==> config.mk <==
export PLATFORM = sky130hd
export DESIGN_NAME = rhythm_judge_flat
export DESIGN_NICKNAME = d
export VERILOG_FILES = /design/src/rtl/rhythm_pkg.sv /design/src/rtl/rhythm_judge_if.sv /design/src/rtl/rhythm_lane_timer.sv /design/src/rtl/rhythm_judge.sv /design/src/flat_wrapper.sv
export SDC_FILE = /design/constraint.sdc
export NUM_CORES = 1
export LEC_CHECK = 0
export CAP_MARGIN = 20
export CORE_MARGIN = 2
export CORE_UTILIZATION = 55
export CTS_CLUSTER_SIZE = 25
export DETAILED_ROUTE_END_ITERATION = 10
export MAX_ROUTING_LAYER = met4
export PLACE_DENSITY_LB_ADDON = 0.12
export SLEW_MARGIN = 20
export SYNTH_ARGS = -nofsm -noshare
export SYNTH_HDL_FRONTEND = slang
export SYNTH_SLANG_ARGS = --single-unit
==> constraint.sdc <==
create_clock -name i_Clk -period 18.28 [get_ports i_Clk]
set_input_delay 5.484 -clock i_Clk [delete_from_list [all_inputs] [get_ports i_Clk]]
set_output_delay 5.484 -clock i_Clk [all_outputs]
set_load 0.02 [all_outputs]
==> src/rtl/rhythm_pkg.sv <==
// Shared definitions for the rhythm-game timing judge.
// Holds the judgment codes, point values and the datapath widths that the
// lane timers, the top level and the bus interface all agree on.
package rhythm_pkg;

    localparam int unsigned SCORE_W     = 16;
    localparam int unsigned COMBO_W     = 10;
    localparam int unsigned OFFSET_W    = 16;
    localparam int unsigned PTS_PERFECT = 3;
    localparam int unsigned PTS_GOOD    = 1;

    typedef enum logic [1:0] {
        JudgeNone    = 2'd0,
        JudgePerfect = 2'd1,
        JudgeGood    = 2'd2,
        JudgeMiss    = 2'd3
    } judge_e;

endpackage

==> src/rtl/rhythm_judge_if.sv <==
// Bus between the chart/key front end and the timing judge.
// master: drives clear, key pulses and spawn pulses; receives judgments,
//         spawn drops, score and combo.
// slave:  the judge itself.
// o_Judge packs one 2-bit judge code per lane, lane n in bits [2n+1:2n].
interface rhythm_judge_if #(
    parameter int unsigned LANES = 4
);
    import rhythm_pkg::*;

    logic                   i_Clear;
    logic [LANES-1:0]       i_fPush;
    logic [LANES-1:0]       i_NoteSpawn;
    logic [LANES-1:0]       o_JudgeValid;
    logic [2*LANES-1:0]     o_Judge;
    logic [LANES-1:0]       o_SpawnDrop;
    logic [SCORE_W-1:0]     o_Score;
    logic [COMBO_W-1:0]     o_Combo;

    modport master (
        output i_Clear,
        output i_fPush,
        output i_NoteSpawn,
        input  o_JudgeValid,
        input  o_Judge,
        input  o_SpawnDrop,
        input  o_Score,
        input  o_Combo
    );

    modport slave (
        input  i_Clear,
        input  i_fPush,
        input  i_NoteSpawn,
        output o_JudgeValid,
        output o_Judge,
        output o_SpawnDrop,
        output o_Score,
        output o_Combo
    );

endinterface

==> src/rtl/rhythm_lane_timer.sv <==
// One lane of the timing judge: tracks a single in-flight note and classifies
// key presses against its arrival time.
// Ports:
//   clk_i, rst_ni   clock, asynchronous active-low reset
//   clear_i         synchronous clear of the lane (highest priority)
//   tick_i          judge tick enable from the shared prescaler
//   push_i          one-cycle key pulse
//   spawn_i         one-cycle note spawn pulse
//   result_o        this cycle's judgment (combinational, feeds score/combo)
//   judge_valid_o   registered judgment strobe
//   judge_o         registered judgment code
//   spawn_drop_o    registered pulse for a rejected spawn
module rhythm_lane_timer
    import rhythm_pkg::*;
#(
    parameter int TRAVEL_TICKS = 1000,
    parameter int PERFECT_WIN  = 30,
    parameter int GOOD_WIN     = 80
) (
    input  logic   clk_i,
    input  logic   rst_ni,
    input  logic   clear_i,
    input  logic   tick_i,
    input  logic   push_i,
    input  logic   spawn_i,
    output judge_e result_o,
    output logic   judge_valid_o,
    output judge_e judge_o,
    output logic   spawn_drop_o
);

    typedef logic signed [OFFSET_W-1:0] offset_t;

    localparam offset_t Travel  = offset_t'(TRAVEL_TICKS);
    localparam offset_t PerfPos = offset_t'(PERFECT_WIN);
    localparam offset_t PerfNeg = offset_t'(-PERFECT_WIN);
    localparam offset_t GoodPos = offset_t'(GOOD_WIN);
    localparam offset_t GoodNeg = offset_t'(-GOOD_WIN);

    logic    pending_q;
    offset_t offset_q;
    logic    judge_valid_q;
    judge_e  judge_q;
    logic    drop_q;

    logic    in_good, in_perf, hit, expire, resolve, accept, drop;
    judge_e  result;

    // Offset counts down towards the judge line: positive is early, negative late.
    always_comb begin
        in_good = (offset_q <= GoodPos) && (offset_q >= GoodNeg);
        in_perf = (offset_q <= PerfPos) && (offset_q >= PerfNeg);
        hit     = pending_q && push_i && in_good;
        // A push on the expiring tick takes precedence over the miss.
        expire  = pending_q && tick_i && !hit && (offset_q == GoodNeg);
        resolve = hit || expire;
        // A note resolving this cycle frees the lane for a same-cycle spawn.
        accept  = spawn_i && (!pending_q || resolve);
        drop    = spawn_i && pending_q && !resolve;

        result = JudgeNone;
        if (!clear_i) begin
            if (hit) begin
                result = in_perf ? JudgePerfect : JudgeGood;
            end else if (expire) begin
                result = JudgeMiss;
            end
        end
    end

    always_ff @(posedge clk_i or negedge rst_ni) begin
        if (!rst_ni) begin
            pending_q     <= 1'b0;
            offset_q      <= '0;
            judge_valid_q <= 1'b0;
            judge_q       <= JudgeNone;
            drop_q        <= 1'b0;
        end else if (clear_i) begin
            pending_q     <= 1'b0;
            offset_q      <= '0;
            judge_valid_q <= 1'b0;
            judge_q       <= JudgeNone;
            drop_q        <= 1'b0;
        end else begin
            pending_q <= accept || (pending_q && !resolve);
            if (accept) begin
                offset_q <= Travel;
            end else if (pending_q && tick_i && !resolve) begin
                offset_q <= offset_q - offset_t'(1);
            end
            judge_valid_q <= resolve;
            judge_q       <= result;
            drop_q        <= drop;
        end
    end

    assign result_o      = result;
    assign judge_valid_o = judge_valid_q;
    assign judge_o       = judge_q;
    assign spawn_drop_o  = drop_q;

endmodule

==> src/rtl/rhythm_judge.sv <==
// Rhythm-game timing judge: classifies per-lane key pulses against note
// arrival times (PERFECT / GOOD / MISS) and accumulates score and combo.
// Ports:
//   i_Clk   system clock
//   i_Rst   asynchronous active-low reset
//   bus     rhythm_judge_if slave: clear, key and spawn pulses in;
//           judgments, spawn drops, saturating score and combo out.
module rhythm_judge
    import rhythm_pkg::*;
#(
    parameter int unsigned LANES        = 4,
    parameter int unsigned TICK_DIV     = 50_000,
    parameter int          TRAVEL_TICKS = 1000,
    parameter int          PERFECT_WIN  = 30,
    parameter int          GOOD_WIN     = 80
) (
    input  logic           i_Clk,
    input  logic           i_Rst,
    rhythm_judge_if.slave  bus
);

    localparam int unsigned PreW      = (TICK_DIV > 1) ? $clog2(TICK_DIV) : 1;
    localparam int unsigned CntW      = $clog2(LANES + 1);
    localparam int unsigned ScoreSumW = SCORE_W + 1;
    localparam int unsigned ComboSumW = COMBO_W + 1;

    logic [PreW-1:0]    pre_q, pre_d;
    logic               tick;
    logic [SCORE_W-1:0] score_q, score_d;
    logic [COMBO_W-1:0] combo_q, combo_d;

    judge_e             lane_res   [LANES];
    judge_e             lane_judge [LANES];
    logic [LANES-1:0]   judge_valid;
    logic [LANES-1:0]   spawn_drop;
    logic [2*LANES-1:0] judge_bus;

    logic [CntW-1:0]      n_perf, n_good;
    logic                 any_miss;
    logic [ScoreSumW-1:0] score_sum;
    logic [ComboSumW-1:0] combo_sum;

    always_comb begin
        tick  = (pre_q == PreW'(TICK_DIV - 1));
        pre_d = tick ? '0 : pre_q + 1'b1;
    end

    for (genvar n = 0; n < LANES; n++) begin : g_lane
        rhythm_lane_timer #(
            .TRAVEL_TICKS (TRAVEL_TICKS),
            .PERFECT_WIN  (PERFECT_WIN),
            .GOOD_WIN     (GOOD_WIN)
        ) u_lane (
            .clk_i         (i_Clk),
            .rst_ni        (i_Rst),
            .clear_i       (bus.i_Clear),
            .tick_i        (tick),
            .push_i        (bus.i_fPush[n]),
            .spawn_i       (bus.i_NoteSpawn[n]),
            .result_o      (lane_res[n]),
            .judge_valid_o (judge_valid[n]),
            .judge_o       (lane_judge[n]),
            .spawn_drop_o  (spawn_drop[n])
        );
    end

    // Score and combo use this cycle's unregistered results so they line up
    // with the registered judgment strobes.
    always_comb begin
        n_perf   = '0;
        n_good   = '0;
        any_miss = 1'b0;
        judge_bus = '0;
        for (int n = 0; n < LANES; n++) begin
            case (lane_res[n])
                JudgePerfect: n_perf = n_perf + 1'b1;
                JudgeGood:    n_good = n_good + 1'b1;
                JudgeMiss:    any_miss = 1'b1;
                default:      ;
            endcase
            judge_bus[2*n +: 2] = lane_judge[n];
        end

        score_sum = {1'b0, score_q}
                  + ScoreSumW'(n_perf) * ScoreSumW'(PTS_PERFECT)
                  + ScoreSumW'(n_good) * ScoreSumW'(PTS_GOOD);
        score_d   = score_sum[SCORE_W] ? '1 : score_sum[SCORE_W-1:0];

        combo_sum = {1'b0, combo_q} + ComboSumW'(n_perf) + ComboSumW'(n_good);
        if (any_miss) begin
            combo_d = '0;
        end else begin
            combo_d = combo_sum[COMBO_W] ? '1 : combo_sum[COMBO_W-1:0];
        end
    end

    always_ff @(posedge i_Clk or negedge i_Rst) begin
        if (!i_Rst) begin
            pre_q   <= '0;
            score_q <= '0;
            combo_q <= '0;
        end else if (bus.i_Clear) begin
            pre_q   <= '0;
            score_q <= '0;
            combo_q <= '0;
        end else begin
            pre_q   <= pre_d;
            score_q <= score_d;
            combo_q <= combo_d;
        end
    end

    assign bus.o_JudgeValid = judge_valid;
    assign bus.o_Judge      = judge_bus;
    assign bus.o_SpawnDrop  = spawn_drop;
    assign bus.o_Score      = score_q;
    assign bus.o_Combo      = combo_q;

endmodule

==> src/flat_wrapper.sv <==
// flat-port wrapper written by rule: the top's interface ports become plain ports
module rhythm_judge_flat import rhythm_pkg::*;
#(
    parameter int unsigned LANES        = 4,
    parameter int unsigned TICK_DIV     = 50_000,
    parameter int          TRAVEL_TICKS = 1000,
    parameter int          PERFECT_WIN  = 30,
    parameter int          GOOD_WIN     = 80
)
  (i_Clk, i_Rst, bus_i_Clear, bus_i_fPush, bus_i_NoteSpawn, bus_o_JudgeValid, bus_o_Judge, bus_o_SpawnDrop, bus_o_Score, bus_o_Combo);
  rhythm_judge_if #(.LANES(LANES)) bus_i ();
  input  logic i_Clk;
  input  logic i_Rst;
  input wire logic [$bits(bus_i.i_Clear)-1:0] bus_i_Clear;
  input wire logic [$bits(bus_i.i_fPush)-1:0] bus_i_fPush;
  input wire logic [$bits(bus_i.i_NoteSpawn)-1:0] bus_i_NoteSpawn;
  output wire logic [$bits(bus_i.o_JudgeValid)-1:0] bus_o_JudgeValid;
  output wire logic [$bits(bus_i.o_Judge)-1:0] bus_o_Judge;
  output wire logic [$bits(bus_i.o_SpawnDrop)-1:0] bus_o_SpawnDrop;
  output wire logic [$bits(bus_i.o_Score)-1:0] bus_o_Score;
  output wire logic [$bits(bus_i.o_Combo)-1:0] bus_o_Combo;
  assign bus_i.i_Clear = bus_i_Clear;
  assign bus_i.i_fPush = bus_i_fPush;
  assign bus_i.i_NoteSpawn = bus_i_NoteSpawn;
  assign bus_o_JudgeValid = bus_i.o_JudgeValid;
  assign bus_o_Judge = bus_i.o_Judge;
  assign bus_o_SpawnDrop = bus_i.o_SpawnDrop;
  assign bus_o_Score = bus_i.o_Score;
  assign bus_o_Combo = bus_i.o_Combo;
  rhythm_judge #(.LANES(LANES), .TICK_DIV(TICK_DIV), .TRAVEL_TICKS(TRAVEL_TICKS), .PERFECT_WIN(PERFECT_WIN), .GOOD_WIN(GOOD_WIN)) u_core (.i_Clk(i_Clk), .i_Rst(i_Rst), .bus(bus_i));
endmodule
; ---- Word-level counts from Yosys, hierarchy flattened
; Index checks and enable logic that the tools add are counted.
[classes]
add_sub_neg = 15
multipliers = 1
order_cmp = 16
eq_ne = 17
n_mux = 63
n_reduce_logical = 76
[op_table]
columns = cell, count
row1 = $mux W16, 16
row2 = $eq A16 B8 Y1 const B, 4
row3 = $ge A16 B6 Y1 const B, 4
row4 = $ge A16 B8 Y1 const B, 4
row5 = $le A16 B6 Y1 const B, 4
row6 = $le A16 B8 Y1 const B, 4
row7 = $sub A16 B2 Y16 const B, 4
row8 = $logic_and A1 B1 Y1, 48
row9 = $mux W2, 20
row10 = $mux W10, 3
row11 = $mux W1, 18
row12 = $mux W3, 6
row13 = $add A16 B5 Y17, 1
row14 = $add A17 B3 Y17, 1
row15 = $add A16 B1 Y16 const B, 1
row16 = $eq A16 B16 Y1 const B, 1
row17 = $eq A2 B2 Y1 const B, 8
row18 = $add A3 B1 Y3 const B, 4
row19 = $logic_not A1 Y1, 12
row20 = $logic_or A1 B1 Y1, 12
row21 = $reduce_bool A3 Y1, 4
row22 = $add A10 B3 Y11, 1
row23 = $add A11 B3 Y11, 1
row24 = $eq A2 B1 Y1 const B, 4
row25 = 2 further kinds, 3
[word_totals]
register_bits = 126
inputBits = 11
out_inout_bits = 42
wordCells = 211

; ---- Logic depth before layout (Yosys ltp)
[depth]
ltp_word = 22
depth_mapped = 25

; ---- By module
; From an unflattened synthesis, not the netlist that was laid out.
[hier_totals]
cells_unflattened = 901
hier_area_um2 = 8465.6
[modules_own_cells]
columns = module, instances, cells_per_inst, area_each_um2, seq_area_each_um2
row1 = rhythm_lane_timer, 4, 149, 1391.3, 525.5
row2 = rhythm_judge, 1, 305, 2900.3, 1051.0

; ---- Least setup slack after synthesis
; No wires, ideal clock.
[synth_path]
path_type = input port to flip-flop
start = input port bus_i_fPush[1]
end = register u_core.score_q[10], in the netlist u_core.bus.o_Score[10]
t_arrival_ps = 10283
required_ps = 18139
setup_slack_ps = 7856
stages = 22
n_path_buf = 1
cell_sequence = o2111ai_1 > nor3_1 > o221ai_1 > nand2b_1 > ha_1 > xnor2_1 > inv_1 > ha_1 > nor4_1 > a21oi_1 > fa_1 > inv_1 > fa_1 > inv_1 > ha_1 > a21o_1 > a21oi_1 > o21ai_0 > a21o_1 > nand3b_1 > clkbuf_1 > a31oi_1
[synth_between]
elab_chain_len = 19
word_cells_on_any_way = 25
cone_classes = add/sub: 6 / mul: 1 / eq/ne: 2 / mux: 11 / reduce/logical: 5
[synth_rtl]
columns = element, line_no
row1 = "start, declared", flat_wrapper.sv:15  ; input wire logic [$bits(bus_i.i_fPush)-1:0] bus_i_fPush;
row2 = $logic_and A1 B1 Y1 (*) (2 in series), rhythm_lane_timer.sv:53  ; hit = pending_q && push_i && in_good;
row3 = $logic_not A1 Y1, rhythm_lane_timer.sv:55  ; expire = pending_q && tick_i && !hit && (offset_q == GoodNeg);
row4 = $logic_and A1 B1 Y1 (2 in series), rhythm_lane_timer.sv:55
row5 = $mux W2, rhythm_lane_timer.sv:65  ; end else if (expire) begin
row6 = $mux W2 (*), rhythm_lane_timer.sv:63  ; if (hit) begin
row7 = $mux W2 (*), rhythm_lane_timer.sv:62  ; if (!clear_i) begin
row8 = $eq A2 B1 Y1, rhythm_judge.sv:75  ; case (lane_res[n])
row9 = $mux W3, rhythm_judge.sv:75
row10 = $add A3 B1 Y3, rhythm_judge.sv:76  ; JudgePerfect: n_perf = n_perf + 1'b1;
row11 = $mux W3, rhythm_judge.sv:75
row12 = $add A3 B1 Y3, rhythm_judge.sv:76
row13 = $mux W3, rhythm_judge.sv:75
row14 = $mul A3 B2 Y5, rhythm_judge.sv:85  ; + ScoreSumW'(n_perf) * ScoreSumW'(PTS_PERFECT)
row15 = $add A16 B5 Y17, rhythm_judge.sv:85
row16 = $add A17 B3 Y17 (*), rhythm_judge.sv:86  ; + ScoreSumW'(n_good) * ScoreSumW'(PTS_GOOD);
row17 = $mux W16 (*), rhythm_judge.sv:87  ; score_d = score_sum[SCORE_W] ? '1 : score_sum[SCORE_W-1:0];
row18 = $mux W16 (*), rhythm_judge.sv:102  ; end else if (bus.i_Clear) begin
row19 = "end signal, assigned", rhythm_judge.sv:108  ; score_q <= score_d;
row20 = "end, declared", rhythm_judge.sv:29  ; logic [SCORE_W-1:0] score_q, score_d;
; Mark *: on every way between the ends. The rest lies on a longest branch, timed or not.
; A chain may end at the register's enable or synchronous reset.

; ---- Worst setup path after layout
; Same ends and word-level chain as after synthesis.

==> results.sh <==
export IMPL_hold_viol=0
export IMPL_portBuffers=52
export IMPL_post_cts_buffers=0
export IMPL_place_congestion=0.940
export IMPL_drt_initial_drc_count=460
export IMPL_grt_max_degree=69
export IMPL_die_x_um=125
export IMPL_required_ns=18.54
export IMPL_place_inst=1068
export IMPL_hold_class="register to register"
export IMPL_end_kind="register"
export IMPL_root_buffer="clkbuf_16"
export IMPL_area_growth_pct=13.8
export IMPL_ir_drop_v=0.0000560
export IMPL_clock_sinks=126
export IMPL_drt_first_pass_iters=5
export IMPL_finalCriticalPeriod_ns=11.14
export IMPL_cts_buffers=17
export IMPL_dieHeight_um=125
export IMPL_yosys_register_bits=126
export IMPL_post_drt_wl_per_cell_um=16.8
export IMPL_r2r_end="u_core.bus.o_Score[10]"
export IMPL_cts_tree="yes"
export IMPL_slew_viol_final=0
export IMPL_slew_headroom=0.162
export IMPL_fin_tns_setup_ns=0
export IMPL_skew_ns=0.00493
export IMPL_setup_viol=0
export IMPL_routed_wl_mm=18.5
export IMPL_final_common_cell="dfrtp_1"
export IMPL_holdBufCountCts=0
export IMPL_ff2ff_setup_slack_ns=11.73
export IMPL_reg2reg_from="u_core.g_lane[1].u_lane.offset_q[1]"
export IMPL_use_met2=0.396
export IMPL_nets=950
export IMPL_hold_start="u_core.pre_q[0]"
export IMPL_drc=0
export IMPL_antenna_found_initial=0
export IMPL_core_um2=14400
export IMPL_clkTransAtPathRegs_ns=0.05
export IMPL_grt_overflow=0
export IMPL_design_die_area_um2=15500
export IMPL_grt_use_met1=0.329
export IMPL_reg2reg_depth=24
export IMPL_grt_pass1_wl_mm=31.4
export IMPL_synth_edf_count=0
export IMPL_synth_area_per_cell_um2=9.18
export IMPL_top_usage_layer="met2"
export IMPL_syn_nets=920
export IMPL_p_per_area_nw_per_um2=75.8
export IMPL_worst_pin_slew_ns=1.24
export IMPL_via_count=6707
export IMPL_period_share=0.609
export IMPL_arrival_ns=11.40
export IMPL_p_leak_uw=0.00376
export IMPL_layout_drive_gt1_share=0.0753
export IMPL_post_cts_resized=0
export IMPL_fin_cells=1100
export IMPL_async_reset_ff_frac=1.00
export IMPL_synthTopCellsByArea="dfrtp_1 (39%), xnor2_1 (6.3%), ha_1 (4.2%)"
export IMPL_yosys_warnings=0
export IMPL_yosysTopAreaCell="dfrtp_1"
export IMPL_path_class="input port to register"
export IMPL_status="complete, no violations"
export IMPL_synth_top_area_share=0.394
export IMPL_ant_nets=0
export IMPL_grt_pass1_vias=6517
export IMPL_rows=44
export IMPL_dpl_hpwl_mm=13.2
export IMPL_insertion_delay_ns=0.42
export IMPL_yosysSeqAreaShare=0.394
export IMPL_crit_fanout=13
export IMPL_n_antenna_cell=0
export IMPL_maxCapViolCount=0
export IMPL_rsz0062_at_grt="false"
export IMPL_start_util=0.557
export IMPL_io_pins=53
export IMPL_critPathLaunchType="input port"
export IMPL_drt_vias_per_instance=6.10
export IMPL_cts_buffer_depth=2
export IMPL_holdPathStages=1
export IMPL_met3_usage=0.0468
export IMPL_htree_levels=4
export IMPL_final_cell_mix="dfrtp_1 (126), nor2_1 (90), inv_1 (58), xnor2_1 (58), clkdlybuf4s50_1 (50)"
export IMPL_yosys_most_used_dff="dfrtp_1"
export IMPL_synth_area_um2=8010
export IMPL_min_to="u_core.pre_q[0]"
export IMPL_synthDistinctLibCells=80
export IMPL_fmax_mhz=89.8
export IMPL_track_usage=0.253
export IMPL_synth_cells=873
## layer usage
layer	routed length, um	vias to the layer above
met5	0	-
met4	362	0
met3	1000	35
met2	8830	245
met1	8320	3252
li1	-	3175
## stage by stage
stage	util	setup WS, ns	total power [uW]	hold slack [ns]	instance area, um^2
floorplan	-	7.86	352	0.455	8010
global placement	0.596	7.02	375	0.469	8560
detailed placement	0.596	6.75	377	0.495	8560
CTS	0.634	7.18	697	0.502	9110
global route	0.634	6.75	720	0.513	9110
finish	0.634	7.14	691	0.498	9110
## how the worst max path moves through the flow
stage,startpoint,end,slack (ns),cells past startpoint
after floorplan,bus_i_fPush[1],u_core.bus.o_Score[10],7.86,22
after global placement,bus_i_fPush[1],u_core.bus.o_Score[10],7.02,22
after detailed placement,bus_i_fPush[1],u_core.bus.o_Score[10],6.75,22
after CTS,bus_i_fPush[1],u_core.bus.o_Score[10],7.18,22
after global routing,bus_i_fPush[1],u_core.bus.o_Score[10],6.75,22
final,bus_i_fPush[1],u_core.bus.o_Score[10],7.14,22
## kinds of logic (layout without fill, tap and decap cells)
logic type	count (synthesis)	in the layout	synth area share
xor gates and xnor gates	84	84	0.0928
DFF	126	126	0.394
AOI/OAI and AO/OA	156	156	0.131
and+or+nand+nor	364	364	0.256
buffers and inverters	101	144	0.0534
adders and majority gates	36	36	0.0647
muxes	6	6	0.00765
## synth_stat cells, drive strengths merged (7+ instances only)
| library cell | n |
|---|---|
| and2 | 11 |
| nor4 | 27 |
| ha | 27 |
| xnor2 | 58 |
| clkbuf | 28 |
| and3 | 8 |
| nor2 | 90 |
| nand2 | 46 |
| fa | 9 |
| a31oi | 7 |
| nand3 | 40 |
| a21o | 10 |
| xor2 | 26 |
| o2111ai | 7 |
| or3 | 21 |
| nand4 | 18 |
| o21ai | 40 |
| nor2b | 7 |
| nor3 | 43 |
| dfrtp | 126 |
| inv | 58 |
| a21oi | 49 |
| or4 | 14 |
| buf | 15 |
## where the power goes
group	switching (uW)	internal, uW	leakage (uW)
Combinational	46.3	26.9	0.00176
Clock	117	200	0.000274
Sequential	12.9	287	0.00172
Total	176	515	0.00376
## sequential cells by signal, summed over array words and instances, names as in the netlist
signal and flops:
u_core.bus.o_Combo 10, u_core.g_lane.u_lane.judge_o 8, u_core.g_lane.u_lane.offset_q 64, u_core.g_lane.u_lane.pending_q 4, u_core.pre_q 16, u_core.g_lane.u_lane.spawn_drop_o 4
u_core.bus.o_Score 16, u_core.g_lane.u_lane.judge_valid_o 4
## layout make-up
class	count	area (um^2)
clock inverters	6	57.6
fillers	1176	5250
multi-input cells	646	4430
inverters	58	218
clock buffers	26	499
flip-flops and latches	126	3150
repair buffers	54	528
well taps	184	230
## critical path: stages
cell and delay [ns]:
clkdlybuf4s50_1 0.51, o2111ai_1 0.30, nor3_1 0.26, o221ai_1 0.23, nand2b_1 0.26, ha_1 0.35, xnor2_1 0.32, inv_1 0.08
ha_1 0.28, nor4_1 0.27, a21oi_1 0.17, fa_1 0.54, inv_1 0.06, fa_1 0.56, inv_1 0.06, ha_1 0.30
a21o_1 0.19, a21oi_1 0.20, o21ai_0 0.15, a21o_1 0.26, nand3b_1 0.41, a31oi_1 0.15
(Power assumes the default switching activity.)
